`src/rtl/uart_pkg.sv`:
```
// uart_pkg
//   Shared types and constants for the UART transmit path.
//   - uart_tx_state_t : transmitter frame state
//   - uart_parity_t   : encoding of the io_parity configuration input
//   - UART_STOP_ONE / UART_STOP_TWO : encoding of io_stopBits
//   - parity_enabled(): true only for the even and odd encodings; the
//     unused encoding 3 behaves like "no parity"
package uart_pkg;

  typedef enum logic [2:0] {
    IDLE,
    START,
    DATA,
    PARITY,
    STOP
  } uart_tx_state_t;

  typedef enum logic [1:0] {
    NONE = 2'd0,
    EVEN = 2'd1,
    ODD  = 2'd2
  } uart_parity_t;

  localparam logic UART_STOP_ONE = 1'b0;
  localparam logic UART_STOP_TWO = 1'b1;

  function automatic logic parity_enabled(input logic [1:0] parity);
    return (parity == EVEN) || (parity == ODD);
  endfunction

endpackage

```
`src/rtl/uart_tx_tick_gen.sv`:
```
// uart_tx_tick_gen
//   Loadable baud down-counter. tick is high while the count is zero; on
//   that cycle (or whenever load is high) the counter reloads, so a reload
//   value of D yields one tick every D+1 cycles.
//   Ports:
//     clk     in   rising-edge clock
//     reset   in   asynchronous, active-low
//     load    in   restart the bit period from reload
//     reload  in   DIV_WIDTH  value loaded on load or tick
//     tick    out  end of the current bit period
module uart_tx_tick_gen #(
  parameter int DIV_WIDTH = 16
) (
  input  logic                 clk,
  input  logic                 reset,
  input  logic                 load,
  input  logic [DIV_WIDTH-1:0] reload,
  output logic                 tick
);

  logic [DIV_WIDTH-1:0] count_q;

  assign tick = (count_q == '0);

  // The counter free-runs even when the transmitter is idle; the frame
  // logic only looks at tick outside IDLE and every frame starts with load.
  always_ff @(posedge clk or negedge reset) begin
    if (!reset) begin
      count_q <= '0;
    end else if (load || tick) begin
      count_q <= reload;
    end else begin
      count_q <= count_q - DIV_WIDTH'(1);
    end
  end

endmodule

```
`src/rtl/uart_tx_stream.sv`:
```
// uart_tx_stream
//   Stream-fed asynchronous serial transmitter. Each accepted byte goes out
//   as start bit, DATA_WIDTH data bits LSB first, optional parity bit and one
//   or two stop bits. Divider, parity and stop configuration are captured
//   together with the byte, so changing them mid-frame affects only later
//   frames.
//   Ports:
//     clk              in   rising-edge clock
//     reset            in   asynchronous, active-low
//     io_input_valid   in   upstream byte available
//     io_input_ready   out  byte taken this cycle when valid && ready
//     io_input_payload in   DATA_WIDTH byte to send
//     io_clockDivider  in   DIV_WIDTH  bit period = value + 1 clocks
//     io_parity        in   2  0 none, 1 even, 2 odd, 3 none
//     io_stopBits      in   0 one stop bit, 1 two stop bits
//     io_txd           out  registered serial line, idle high
//     io_busy          out  high while a frame is on the line
module uart_tx_stream
  import uart_pkg::*;
#(
  parameter int DATA_WIDTH = 8,
  parameter int DIV_WIDTH  = 16
) (
  input  logic                  clk,
  input  logic                  reset,
  input  logic                  io_input_valid,
  output logic                  io_input_ready,
  input  logic [DATA_WIDTH-1:0] io_input_payload,
  input  logic [DIV_WIDTH-1:0]  io_clockDivider,
  input  logic [1:0]            io_parity,
  input  logic                  io_stopBits,
  output logic                  io_txd,
  output logic                  io_busy
);

  localparam int CNT_W = $clog2(DATA_WIDTH + 1);

  uart_tx_state_t        state_q, state_d;
  logic                  txd_q, txd_d;
  logic [CNT_W-1:0]      bit_cnt_q;
  logic [DATA_WIDTH-1:0] shift_q;
  logic [DIV_WIDTH-1:0]  div_q;
  logic                  parity_en_q;
  logic                  parity_bit_q;
  logic                  two_stop_q;
  logic                  tick;
  logic                  accept;
  logic                  last_data;
  logic                  last_stop;
  logic [DIV_WIDTH-1:0]  reload_value;

  assign accept    = io_input_valid && io_input_ready;
  assign last_data = (bit_cnt_q == CNT_W'(DATA_WIDTH - 1));
  assign last_stop = (bit_cnt_q == {{(CNT_W-1){1'b0}}, two_stop_q});
  assign io_txd    = txd_q;

  // On accept the new divider is not latched yet, so it is fed straight
  // through; afterwards every reload uses the frame's captured divider.
  assign reload_value = accept ? io_clockDivider : div_q;

  uart_tx_tick_gen #(
    .DIV_WIDTH(DIV_WIDTH)
  ) u_tick_gen (
    .clk   (clk),
    .reset (reset),
    .load  (accept),
    .reload(reload_value),
    .tick  (tick)
  );

  // State register; busy is registered from the next state so it lines up
  // exactly with the state it reflects.
  always_ff @(posedge clk or negedge reset) begin
    if (!reset) begin
      state_q <= IDLE;
      io_busy <= 1'b0;
      txd_q   <= 1'b1;
    end else begin
      state_q <= state_d;
      io_busy <= (state_d != IDLE);
      txd_q   <= txd_d;
    end
  end

  // Next-state logic. The final stop bit can hand straight over to a new
  // start bit when a byte is accepted on that same cycle.
  always_comb begin
    state_d = state_q;
    case (state_q)
      IDLE:   if (accept) state_d = START;
      START:  if (tick) state_d = DATA;
      DATA:   if (tick && last_data) state_d = parity_en_q ? PARITY : STOP;
      PARITY: if (tick) state_d = STOP;
      STOP:   if (tick && last_stop) state_d = accept ? START : IDLE;
      default: state_d = IDLE;
    endcase
  end

  // Outputs. txd_d is the level for the bit that begins at the coming edge,
  // which keeps the line registered without adding a cycle of latency.
  // Data bit k+1 is shift_q[1] because the shift happens on the same edge.
  always_comb begin
    io_input_ready = (state_q == IDLE) || (state_q == STOP && tick && last_stop);
    txd_d          = txd_q;
    case (state_q)
      IDLE:   if (accept) txd_d = 1'b0;
      START:  if (tick) txd_d = shift_q[0];
      DATA: begin
        if (tick) begin
          if (last_data) txd_d = parity_en_q ? parity_bit_q : 1'b1;
          else           txd_d = shift_q[1];
        end
      end
      PARITY: if (tick) txd_d = 1'b1;
      STOP: begin
        if (tick) txd_d = (last_stop && accept) ? 1'b0 : 1'b1;
      end
      default: txd_d = 1'b1;
    endcase
  end

  // Frame datapath: captures the byte and its configuration on accept, then
  // walks the bit counter through data bits and stop bits on each tick.
  // The parity bit is resolved once at capture time from the whole byte.
  always_ff @(posedge clk or negedge reset) begin
    if (!reset) begin
      bit_cnt_q    <= '0;
      shift_q      <= '0;
      div_q        <= '0;
      parity_en_q  <= 1'b0;
      parity_bit_q <= 1'b0;
      two_stop_q   <= UART_STOP_ONE;
    end else if (accept) begin
      bit_cnt_q    <= '0;
      shift_q      <= io_input_payload;
      div_q        <= io_clockDivider;
      parity_en_q  <= parity_enabled(io_parity);
      parity_bit_q <= (^io_input_payload) ^ (io_parity == ODD);
      two_stop_q   <= io_stopBits;
    end else if (tick) begin
      case (state_q)
        START:  bit_cnt_q <= '0;
        DATA: begin
          shift_q   <= shift_q >> 1;
          bit_cnt_q <= last_data ? '0 : bit_cnt_q + CNT_W'(1);
        end
        PARITY: bit_cnt_q <= '0;
        STOP:   bit_cnt_q <= bit_cnt_q + CNT_W'(1);
        default: bit_cnt_q <= bit_cnt_q;
      endcase
    end
  end

endmodule

```
`config.mk`:
```
export PLATFORM = sky130hd
export DESIGN_NAME = uart_tx_stream
export DESIGN_NICKNAME = d
export VERILOG_FILES = /design/src/rtl/uart_pkg.sv /design/src/rtl/uart_tx_tick_gen.sv /design/src/rtl/uart_tx_stream.sv
export SDC_FILE = /design/constraint.sdc
export NUM_CORES = 1
export LEC_CHECK = 0
export BUFFER_PORTS_ARGS = -buffer_cell sky130_fd_sc_hd__buf_2
export CAP_MARGIN = 20
export CELL_PAD_IN_SITES_DETAIL_PLACEMENT = 1
export CELL_PAD_IN_SITES_GLOBAL_PLACEMENT = 2
export CORE_ASPECT_RATIO = 0.7
export CORE_MARGIN = 2
export CORE_UTILIZATION = 37
export CTS_CLUSTER_DIAMETER = 50
export CTS_CLUSTER_SIZE = 28
export DETAILED_ROUTE_END_ITERATION = 10
export PLACE_DENSITY = 0.9
export RECOVER_POWER = 25
export SLEW_MARGIN = 10
export SYNTH_ARGS = -nofsm -noshare
export SYNTH_HDL_FRONTEND = slang
export SYNTH_SLANG_ARGS = --single-unit
```
`constraint.sdc`:
```
create_clock -name clk -period 2.8 [get_ports clk]
set_clock_uncertainty 0.15 [all_clocks]
set_input_delay 0.28 -clock clk [delete_from_list [all_inputs] [get_ports clk]]
set_output_delay 0.28 -clock clk [all_outputs]
set_load 0.02 [all_outputs]
```
# Word level (Yosys, flattened, before mapping)
# Index checks and enable logic that the tools add are counted.
# totals
regBits	52
word_cells	72
out_inout_bits	3
# classes
n_reduce_logical	20
mux	26
bitwise	1
n_addsub	2
n_eq_ne	13
# op_table
op	n
$mux W16	2
$mux W8	3
$mux W3	6
$logic_not A16 Y1	1
$sub A16 B1 Y16 const B	1
$pmux W3 S5	1
$mux W4	3
$pmux W4 S3	1
$ne A2 B2 Y1 const B	5
$mux W1	9
$reduce_xor A8 Y1	1
$eq A3 B2 Y1 const B	2
$logic_and A1 B1 Y1	6
$pmux W1 S5	1
$reduce_and A5 Y1	1
$add A4 B1 Y4 const B	1
$eq A4 B1 Y1	1
$eq A4 B3 Y1 const B	1
$reduce_and A2 Y1	2
$reduce_bool A2 Y1	2
$reduce_bool A4 Y1	1
$eq A3 B1 Y1 const B	1
$eq A3 B3 Y1 const B	1
$logic_not A3 Y1	1
6 further kinds	8

# Depth between registers and ports, before layout
# Gate-level depths: netlist (run 1).
# depth
ltp_word	9
ltp_mapped	9
mapped_depth_nobuf	7

# Modules after synthesis
# A second synthesis (run 1) with hierarchy kept.
# unflattened
cells_unflattened	248
hier_area_um2	2803.9
# by_module_without_submodules
mod	cells_per_inst	area_each_um2	n_inst
uart_tx_stream	156	1884.3	1
uart_tx_tick_gen	92	919.6	1

# Worst setup path after synthesis (run 1)
# OpenSTA, ideal clock, no wires.
# synth_timing
path_type	reg2out
from	reg u_tick_gen.count_q[13]
to	out io_input_ready
required_ns	2.370
n_path_buf	2
arrival_ns	2.215
stages_incl_launch_ff	7
slack_ns	0.155
cell_sequence	dfrtp_1 -> or4_4 -> or3_1 -> buf_2 -> o31ai_4 -> buf_2 -> and2_1
# synth_via
elab_chain_cells	4
# synth_rtl
item	line	text
start, declared	uart_tx_tick_gen.sv:21	logic [DIV_WIDTH-1:0] count_q;
start signal, assigned	uart_tx_tick_gen.sv:31	count_q <= reload;
start signal, assigned	uart_tx_tick_gen.sv:33	count_q <= count_q - DIV_WIDTH'(1);
$logic_not A16 Y1	uart_tx_tick_gen.sv:23	assign tick = (count_q == '0);
$logic_and A1 B1 Y1 (2 in series)	uart_tx_stream.sv:103	io_input_ready = (state_q == IDLE) || (state_q == STOP && tick && last_stop);
$logic_or A1 B1 Y1	uart_tx_stream.sv:103	
end, declared	uart_tx_stream.sv:27	output logic io_input_ready,
# Every way passes these cells.

# Worst setup path in the final report (run 1)
# layout_timing
from	reg u_tick_gen.count_q[12]
to	out io_input_ready
# The elaborated chain is that of the path after synthesis.

==> out/qor.csv, run 1 <==
stage,metric,value,unit
synthesis,Yosys cell types,49,
synthesis,"Avg Cell Area, Syn",9.67,um^2
placed_design,post-DP HPWL,5580,um
worst_setup_path,CP endpoint kind,output port,
worst_setup_path,max incr delay on CP,0.53,ns
synthesis,post-synthesis sequential area ratio,0.457,
synthesis,Post-synth top flop,dfrtp_1,
placed_design,dpl ws,0.107,ns
worst_setup_path,CP Max Fanout,3,
cts,CTS sink count,52,
finish,# nets final,373,
drt,DR WL/cell,17.0,um
finish,# diodes,0,
drt,Pre-antenna DRT Iters,4,
timing,Worst slew margin,-0.0565,
grt,largest net degree at the start of global routing,29,
synthesis,mapped cell area,2850,um^2
worst_setup_path,startpoint types,flip-flop,
grt,Total GRT Usage,0.192,
synthesis,Post-synth EDFFs,0,
worst_setup_path,CP Data Required Time,2.37,ns
synthesis,top cell type's share of synthesized area,0.447,
worst_setup_path,most used cell along the critical path,buf_6,
timing,share of the cycle needed by the critical path after routing,0.980,
cts,CTS Buffer Depth,2,
worst_setup_path,WP buf/inv,2,
worst_setup_path,"Cell Chain, Critical Path",or4_4 -> or3_4 -> o31ai_4 -> buf_6 -> and2_4 -> buf_6,
synthesis,"Net Count, Synth",328,
floorplan,Core Rows,26,
power_and_ir_drop,VDD IR max,0.000360,V
floorplan,Die X,109,um
run_status,status,finished with violations,
timing,"Hold Vio Cnt, Final",0,
timing,fmax,364,MHz
placed_design,Buffers on Ports,32,
flow_run,max-cap violations,1,
timing,worst slew pin tran,1.58,ns
floorplan,Die H,77.5,um
worst_setup_path,Reg2Reg Setup Slack,0.14,ns
cts,TritonCTS clock tree,yes,
cts,"Reg clk slew, reported paths",0.10,ns
floorplan,total die area,8440,um^2
timing,Final setup violation count,0,
grt,GRT Residual Overflow,0,
timing,RSZ-0062 raised after global routing,true,
timing,setup TNS,0,ns
run_status,violated checks,"max-capacitance violations, max-slew violations",
floorplan,# IOs,33,
synthesis,Mapped Cells,295,
power_and_ir_drop,Power per Cell Area,830,nW/um^2
drt,total wire length,7440,um
finish,fin cells,439,
finish,Final Util,0.459,
cts,clock latency on the worst-skew pair,0.32,ns
timing,max-slew violation count,29,
power_and_ir_drop,Static Leak,1.46,nW
timing,post-layout min period,2.74,ns
grt,initial antenna violation count,0,
synthesis,"Async S/R FF share, synth",1.00,
drt,Post-DRT Antenna Nets,0,
synthesis,post-synth top area cell,dfrtp_1,
cts,# H-tree levels,2,
cts,root buffer cell,clkbuf_8,
min_path,worst min-delay path class,input port to flip-flop,
grt,first-pass GRT wire length,12600,um
drt,vias post-DR,2397,
placed_design,GPL Wtd Cong,0.846,
floorplan,core area,7380,um^2
drt,post-DR vias/cell,5.46,
synthesis,Synth area leaders,"dfrtp_1, o21ai_0, mux2i_1, nand3_1, xnor2_1",
drt,drt drc,0,
placed_design,placed insts,427,
finish,Fillers,836,
finish,area delta synth->final,18.9,%
timing,final worst setup slack,0.0554,ns
floorplan,Starting Density,0.386,
worst_setup_path,slowest CP cell,or4_4,
cts,TritonCTS buffer count,5,
synthesis,Synthesis Warnings,0,
worst_setup_path,worst setup path category,flip-flop to output port,
worst_setup_path,cell family with most CP delay,simple AND/OR/NAND/NOR gates,
synthesis,#FFs+latches synth,52,
finish,layout cells sized above 1,0.238,
worst_setup_path,critical path arrival,2.31,ns
drt,Initial DRC Count,81,
grt,vias in the first global route,2512,
## logic make-up after synthesis
group,Yosys count,share of synthesized area
adders and majority gates,3,0.0132
AOI/OAI and AO/OA,73,0.157
and+or+nand+nor,87,0.169
xor gates and xnor gates,18,0.0553
buffers and inverters,37,0.0557
muxes,25,0.0930
DFF,52,0.457
## per-layer routing
metal | GRT usage | wire (um) | share of wire
met1 | 0.275 | 3590 | 0.48
met2 | 0.299 | 3450 | 0.46
met3 | 0.0336 | 327 | 0.044
met4 | 0.0500 | 81 | 0.011
met5 | 0 | 0 | 0
## cell type report
cell class | instances | area (um^2) | share of cell area
inverter | 21 | 78.8 | 0.0232
tap | 98 | 123 | 0.0362
multi-input combinational | 206 | 1420 | 0.419
timing repair buffer | 54 | 329 | 0.0970
sequential | 52 | 1300 | 0.384
clock inverter | 3 | 68.8 | 0.0203
clock buffer | 5 | 68.8 | 0.0203
## worst paths after layout
path                                         from             end  depth (start not counted)
max                        u_tick_gen.count_q[12]  io_input_ready                          6
min                                   io_stopBits      two_stop_q                          2
max reg2reg                u_tick_gen.count_q[12]    bit_cnt_q[2]                          7
min reg2reg                          parity_bit_q    parity_bit_q                          1
max in group asynchronous                   reset        div_q[1]                          3
min in group asynchronous                   reset        div_q[0]                          3
## state kept, by name (all words and copies together), names as in the netlist
name / flops
div_q: 16
u_tick_gen.count_q: 16
shift_q: 8
bit_cnt_q: 4
state_q: 3
io_busy: 1
io_txd: 1
parity_bit_q: 1
parity_en_q: 1
two_stop_q: 1
## layout by cell type (no fill, tap or decap), types with 2 or more instances in the layout
cell type	n
o31a_1	3
xnor2_1	13
nand2_1	6
nor4_1	3
nand3b_1	2
bufinv_16	2
buf_4	18
o211ai_1	3
nand3_1	22
a21oi_1	13
dfrtp_1	51
clkbuf_1	3
nand2b_1	7
mux2_2	10
mux2_1	2
clkbuf_8	5
o21ai_0	38
buf_6	2
buf_2	30
a31oi_1	2
ha_1	3
and3_1	3
nor3_1	11
nor3b_1	3
mux2i_1	13
xor2_1	5
or3_1	2
nor2_1	12
inv_1	21
o31ai_1	4
nor3b_2	2
## where the power goes
group	total [W]	internal [W]	leakage [nW]	switching (W)
clock	0.000631	0.000360	0.0687	0.000271
combinational	0.000854	0.000423	0.777	0.000430
sequential	0.00133	0.00107	0.610	0.000263
total	0.00281	0.00185	1.46	0.000965
## metrics by stage
stage | power, W | instance area [um^2] | hold WS (ns)
after detailed placement | 0.00215 | 3200 | 0.151
after global routing | 0.00303 | 3390 | 0.0402
after floorplan | 0.00184 | 2850 | -0.166
after global placement | 0.00209 | 3200 | 0.150
final | 0.00281 | 3390 | 0.0352
after CTS | 0.00280 | 3350 | 0.0296
## cells in the mapped netlist, drive strengths merged, types with 2 or more instances
library cell	n
mux2i	13
or3	3
nand3	23
nand3b	2
xnor2	13
o21ai	38
dfrtp	51
a21oi	13
o211ai	3
o31ai	6
nor2	12
nand2b	7
inv	21
and2	2
buf	8
nand2	7
ha	3
xor2	5
a31oi	2
nor4	3
mux2	12
clkbuf	8
o31a	3
nor3b	5
a21boi	2
nor3	11
and3	3
## what timing repair did
item	in CTS	in global routing
buffers inserted	1	2
resized for setup	1	8
endpoints found under the setup margin	1	41
pin swaps	1	1
endpoints found under the hold margin	51	0
hold buffers	1	0
gates cloned	0	0
Note: power is estimated with default switching activity, not from simulation.
==> run 2: changes to the inputs <==
Settings changed: GPL_TIMING_DRIVEN set to 0.
==> run 2 against run 1 <==
  * The run now ends clean
  * Worst hold slack got worse by 0.010 ns
  * Clock-buffer cell count unchanged
  * Core utilization is 3.3 points higher
  * Sequential share of layout area down 2.5 points
  * Via count rose by 2.7%
  * Largest cell class unchanged
  * Die area unchanged
  * Sequential power is essentially flat
  * Cell area is 7.2% higher
  * Setup slack better by 0.018 ns
  * Cell count is 3.0% higher
  * Power grew 1.1%
  * Non-clock buffer count is 13 higher
==> out/qor.csv, run 2 (synthesized netlist as in run 1, its figures left out) <==
stage,metric,value,unit
worst_setup_path,CP Data Required Time,2.37,ns
worst_setup_path,max incr delay on CP,0.47,ns
worst_setup_path,"Cell Chain, Critical Path",inv_1 -> ha_1 -> nor3b_4 -> nand3_2 -> o31ai_4 -> buf_6 -> and2_4 -> buf_6,
power_and_ir_drop,Power Total,0.00284,W
floorplan,total die area,8440,um^2
worst_setup_path,CP Max Fanout,4,
worst_setup_path,slowest CP cell,dfrtp_2,
flow_run,max-cap violations,0,
cts,clock latency on the worst-skew pair,0.33,ns
power_and_ir_drop,VDD IR max,0.000308,V
drt,Initial DRC Count,86,
timing,Worst slew margin,0.0747,
timing,share of the cycle needed by the critical path after routing,0.974,
floorplan,# IOs,33,
timing,WHS,0.0252,ns
grt,initial antenna violation count,0,
grt,vias in the first global route,2577,
finish,area delta synth->final,27.4,%
min_path,worst min-delay path class,input port to flip-flop,
cts,TritonCTS buffer count,5,
placed_design,Buffers on Ports,32,
cts,TritonCTS clock tree,yes,
timing,"Hold Vio Cnt, Final",0,
drt,drt drc,0,
grt,first-pass GRT wire length,14000,um
cts,root buffer cell,clkbuf_8,
grt,largest net degree at the start of global routing,29,
timing,worst slew pin tran,1.39,ns
finish,# nets final,386,
grt,routing usage on met1,0.325,
grt,GRT Residual Overflow,0,
placed_design,GPL Wtd Cong,0.832,
run_status,status,"complete, no violations",
timing,max-slew violation count,0,
drt,post-DR vias/cell,5.45,
finish,layout cells sized above 1,0.302,
finish,# diodes,0,
floorplan,Starting Density,0.386,
drt,total wire length,8510,um
grt,met3 Use GR,0.0328,
floorplan,Core Rows,26,
worst_setup_path,most used cell along the critical path,buf_6,
cts,"Reg clk slew, reported paths",0.11,ns
drt,Pre-antenna DRT Iters,4,
worst_setup_path,critical path arrival,2.30,ns
drt,vias post-DR,2462,
cts,# H-tree levels,2,
power_and_ir_drop,Static Leak,1.54,nW
timing,post-layout min period,2.73,ns
worst_setup_path,CP endpoint kind,output port,
grt,Total GRT Usage,0.220,
worst_setup_path,startpoint types,flip-flop,
floorplan,core area,7380,um^2
timing,fmax,367,MHz
finish,"commonest non-fill, non-tap cell in the layout",dfrtp_1,
drt,DR WL/cell,18.8,um
grt,GRT busiest layer,met2,
floorplan,Die X,109,um
drt,Post-DRT Antenna Nets,0,
cts,CTS Buffer Depth,2,
grt,met2 Use GR,0.331,
timing,Final setup violation count,0,
worst_setup_path,worst setup path category,flip-flop to output port,
finish,Largest regs,"div_q (16), u_tick_gen.count_q (16), shift_q (8)",
cts,CTS sink count,52,
finish,"commonest cells after routing, fill and taps aside","dfrtp_1, buf_2, nand3_1",
power_and_ir_drop,Power per Cell Area,783,nW/um^2
placed_design,post-DP HPWL,5420,um
floorplan,Die H,77.5,um
-- run 2: routing by layer --
layer | wire, um | vias up
li1 | - | 1176
met1 | 4330 | 1246
met2 | 3900 | 32
met3 | 194 | 8
met4 | 89 | 0
met5 | 0 | -
-- run 2: worst paths after layout --
| check | from | end | slack (ns) | cells after the start |
|---|---|---|---|---|
| min in group asynchronous | reset | bit_cnt_q[3] | 0.64 | 2 |
| setup / recovery | u_tick_gen.count_q[0] | io_input_ready | 0.07 | 8 |
| setup reg to reg | u_tick_gen.count_q[0] | bit_cnt_q[3] | 0.14 | 8 |
| hold reg to reg | div_q[10] | div_q[10] | 0.37 | 1 |
| max in group asynchronous | reset | u_tick_gen.count_q[0] | 0.44 | 3 |
| hold / removal | io_stopBits | two_stop_q | 0.03 | 2 |
-- run 2: report_power, final --
part           internal [W]  switching, W
logic              0.000513      0.000502
registers           0.00107      0.000278
clock network      0.000183      0.000301
total               0.00176       0.00108
-- run 2: per-stage QoR --
step                      setup WS (ns)  std cells  utilization  area, um^2  TNS (ns)
final                            0.0737        452        0.492        3630         0
after global routing           -0.00167        452        0.492        3630  -0.00167
after CTS                        -0.116        452        0.491        3630     -1.78
after detailed placement         -0.298        426        0.427        3160     -6.61
after global placement           -0.260        425        0.425        3140     -4.47
after floorplan                   0.155        295            -        2850         0
-- run 2: area by class of cell --
| cell class | count | area [um^2] |
|---|---|---|
| fillers | 846 | 3750 |
| clock buffers | 5 | 68.8 |
| flip-flops and latches | 52 | 1300 |
| well taps | 98 | 123 |
| plain buffers | 13 | 108 |
| inverters | 21 | 78.8 |
| multi-input cells | 206 | 1500 |
| repair buffers | 54 | 424 |
| clock inverters | 3 | 25.0 |
-- run 2: critical path, delay by kind of cell (launching register included) --
kind,cells,cell delay (ns)
fa+ha+maj,1,0.21
compound gates,1,0.37
flops,1,0.47
buf+inv,3,0.34
simple gates,3,0.59
-- run 2: what timing repair did --
item | CTS | global route
buffers inserted | 17 | 2
cloned | 2 | 0
resized for setup | 65 | 5
setup endpoints to repair | 49 | 48
pin swaps | 11 | 3
endpoints found under the hold margin | 24 | 0
hold buffers | 1 | 0
==> run 3: changes to the inputs <==
Settings changed: CORE_MARGIN 2 to 1.5, CORE_UTILIZATION 37 to 33, PLACE_DENSITY 0.9 to 0.85.
Clock period 2.8 ns to 2.5 ns, I/O delays scaled along.
==> run 3 against run 2 <==
  * Critical path type unchanged
  * Via count is 2.3% higher
  * The flow now finishes with violations (negative setup slack)
  * Largest power group unchanged
  * Non-clock buffer count is 4 higher
  * Global-route usage is 1.5 points lower
  * First-iteration DRC count is 23% lower
  * Highest routed layer unchanged
  * Setup slack worse by 0.23 ns
  * Worst hold slack better by 0.012 ns
  * Combinational power is 22% higher
  * Clock power is 50% higher
==> out/qor.csv, run 3 (synthesized netlist as in run 1, its figures left out) <==
stage,metric,value,unit
grt,largest net degree at the start of global routing,36,
power_and_ir_drop,VDD IR max,0.000415,V
finish,Largest regs,"div_q (16), u_tick_gen.count_q (16), shift_q (8)",
grt,first-pass GRT wire length,14400,um
worst_setup_path,CP endpoint kind,output port,
finish,area delta synth->final,39.8,%
worst_setup_path,CP Data Required Time,2.10,ns
drt,Metal-1 WL,4160,um
timing,Final setup violation count,37,
min_path,worst min-delay path class,input port to flip-flop,
run_status,status,finished with violations,
drt,max layer used,met4,
drt,DR WL/cell,18.6,um
drt,Initial DRC Count,66,
drt,vias post-DR,2518,
floorplan,Die H,80.8,um
timing,share of the cycle needed by the critical path after routing,1.06,
floorplan,total die area,9220,um^2
drt,routed wl met2,4160,um
drt,Pre-antenna DRT Iters,4,
placed_design,dpl ws,-0.515,ns
power_and_ir_drop,Static Leak,1.64,nW
power_and_ir_drop,Power per Cell Area,875,nW/um^2
cts,TritonCTS buffer count,5,
drt,Post-DRT Antenna Nets,0,
cts,root buffer cell,clkbuf_16,
timing,"Hold Vio Cnt, Final",0,
floorplan,core area,8410,um^2
floorplan,Die X,114,um
finish,layout cells sized above 1,0.415,
timing,fmax,376,MHz
timing,RSZ-0062 raised after global routing,true,
drt,total wire length,8630,um
finish,# nets final,391,
worst_setup_path,startpoint types,flip-flop,
timing,post-layout min period,2.66,ns
run_status,violated checks,negative setup slack,
grt,initial antenna violation count,0,
worst_setup_path,worst setup path category,flip-flop to output port,
finish,"commonest cells after routing, fill and taps aside","dfrtp_1, buf_2, o21ai_2",
cts,CTS sink count,52,
cts,TritonCTS clock tree,yes,
finish,"commonest non-fill, non-tap cell in the layout",dfrtp_1,
floorplan,Starting Density,0.339,
timing,Worst slew margin,0.266,
drt,Met3 Wirelength,247,um
timing,final worst setup slack,-0.161,ns
grt,GRT Residual Overflow,0,
cts,clock latency on the worst-skew pair,0.30,ns
worst_setup_path,critical path arrival,2.26,ns
finish,# diodes,0,
placed_design,GPL Wtd Cong,0.817,
drt,drt drc,0,
power_and_ir_drop,Power Total,0.00349,W
grt,vias in the first global route,2705,
placed_design,Buffers on Ports,32,
timing,worst slew pin tran,1.10,ns
timing,WHS,0.0376,ns
cts,# H-tree levels,2,
timing,max-slew violation count,0,
drt,post-DR vias/cell,5.43,
grt,Total GRT Usage,0.204,
floorplan,# IOs,33,
worst_setup_path,CP Max Fanout,3,
cts,CTS Buffer Depth,2,
cts,"Reg clk slew, reported paths",0.07,ns
placed_design,post-DP HPWL,5490,um
finish,Fillers,922,
floorplan,Core Rows,28,
flow_run,max-cap violations,0,
## run 3: changes by cell type in the layout (fill, tap and decap cells not counted), sizes merged
cell | before | now
and2 | 2 | 3
buf | 57 | 63
clkbuf | 14 | 12
## run 3: worst paths after layout
check	from	end	slack [ns]	cells past startpoint
setup / recovery	u_tick_gen.count_q[12]	io_input_ready	-0.16	6
hold / removal	io_stopBits	two_stop_q	0.04	2
hold reg to reg	div_q[10]	div_q[10]	0.36	1
max in group asynchronous	reset	u_tick_gen.count_q[12]	0.90	3
setup reg to reg	u_tick_gen.count_q[12]	bit_cnt_q[2]	-0.13	6
min in group asynchronous	reset	bit_cnt_q[2]	0.54	2
## run 3: stage by stage
| stage | TNS (ns) | cells | util | area [um^2] |
|---|---|---|---|---|
| 2_1_floorplan | -0.187 | 295 | - | 2870 |
| 3_3_place_gp | -18.17 | 432 | 0.375 | 3160 |
| 3_5_place_dp | -19.92 | 433 | 0.378 | 3180 |
| 4_1_cts | -4.94 | 464 | 0.465 | 3910 |
| 5_1_grt | -5.62 | 464 | 0.474 | 3990 |
| 6_report | -1.10 | 464 | 0.474 | 3990 |
## run 3: power breakdown
group	total (W)	switching, W	internal, W	leakage [nW]
clock	0.000726	0.000347	0.000380	0.0708
combinational	0.00124	0.000599	0.000644	0.965
sequential	0.00152	0.000323	0.00120	0.609
## run 3: repair_timing
action,in CTS,in global routing
buffers inserted,19,5
setup endpoints to repair,53,52
hold endpoints to repair,16,0
gates resized for setup,112,28
pin swaps,20,9
hold buffers,1,0
cloned,5,0
## run 3: metal layers
metal,track usage,vias to the layer above
met5,0,-
met4,0.0313,0
met3,0.0321,7
met2,0.348,41
met1,0.283,1272
li1,-,1198
## run 3: worst max-delay path, stage by stage (launching register included)
cell	delay (ns)
dfrtp_1	0.38
or4_4	0.54
or3_4	0.43
o31ai_4	0.25
buf_6	0.14
and2_4	0.13
buf_6	0.11
## run 3: layout make-up
class | count | area [um^2] | share of cell area
multi-input combinational | 207 | 1770 | 0.443
buffer | 11 | 81.3 | 0.0204
timing repair buffer | 60 | 477 | 0.120
tap | 105 | 131 | 0.0329
sequential | 52 | 1300 | 0.327
clock inverter | 3 | 25.0 | 0.00627
inverter | 21 | 78.8 | 0.0198
clock buffer | 5 | 125 | 0.0314
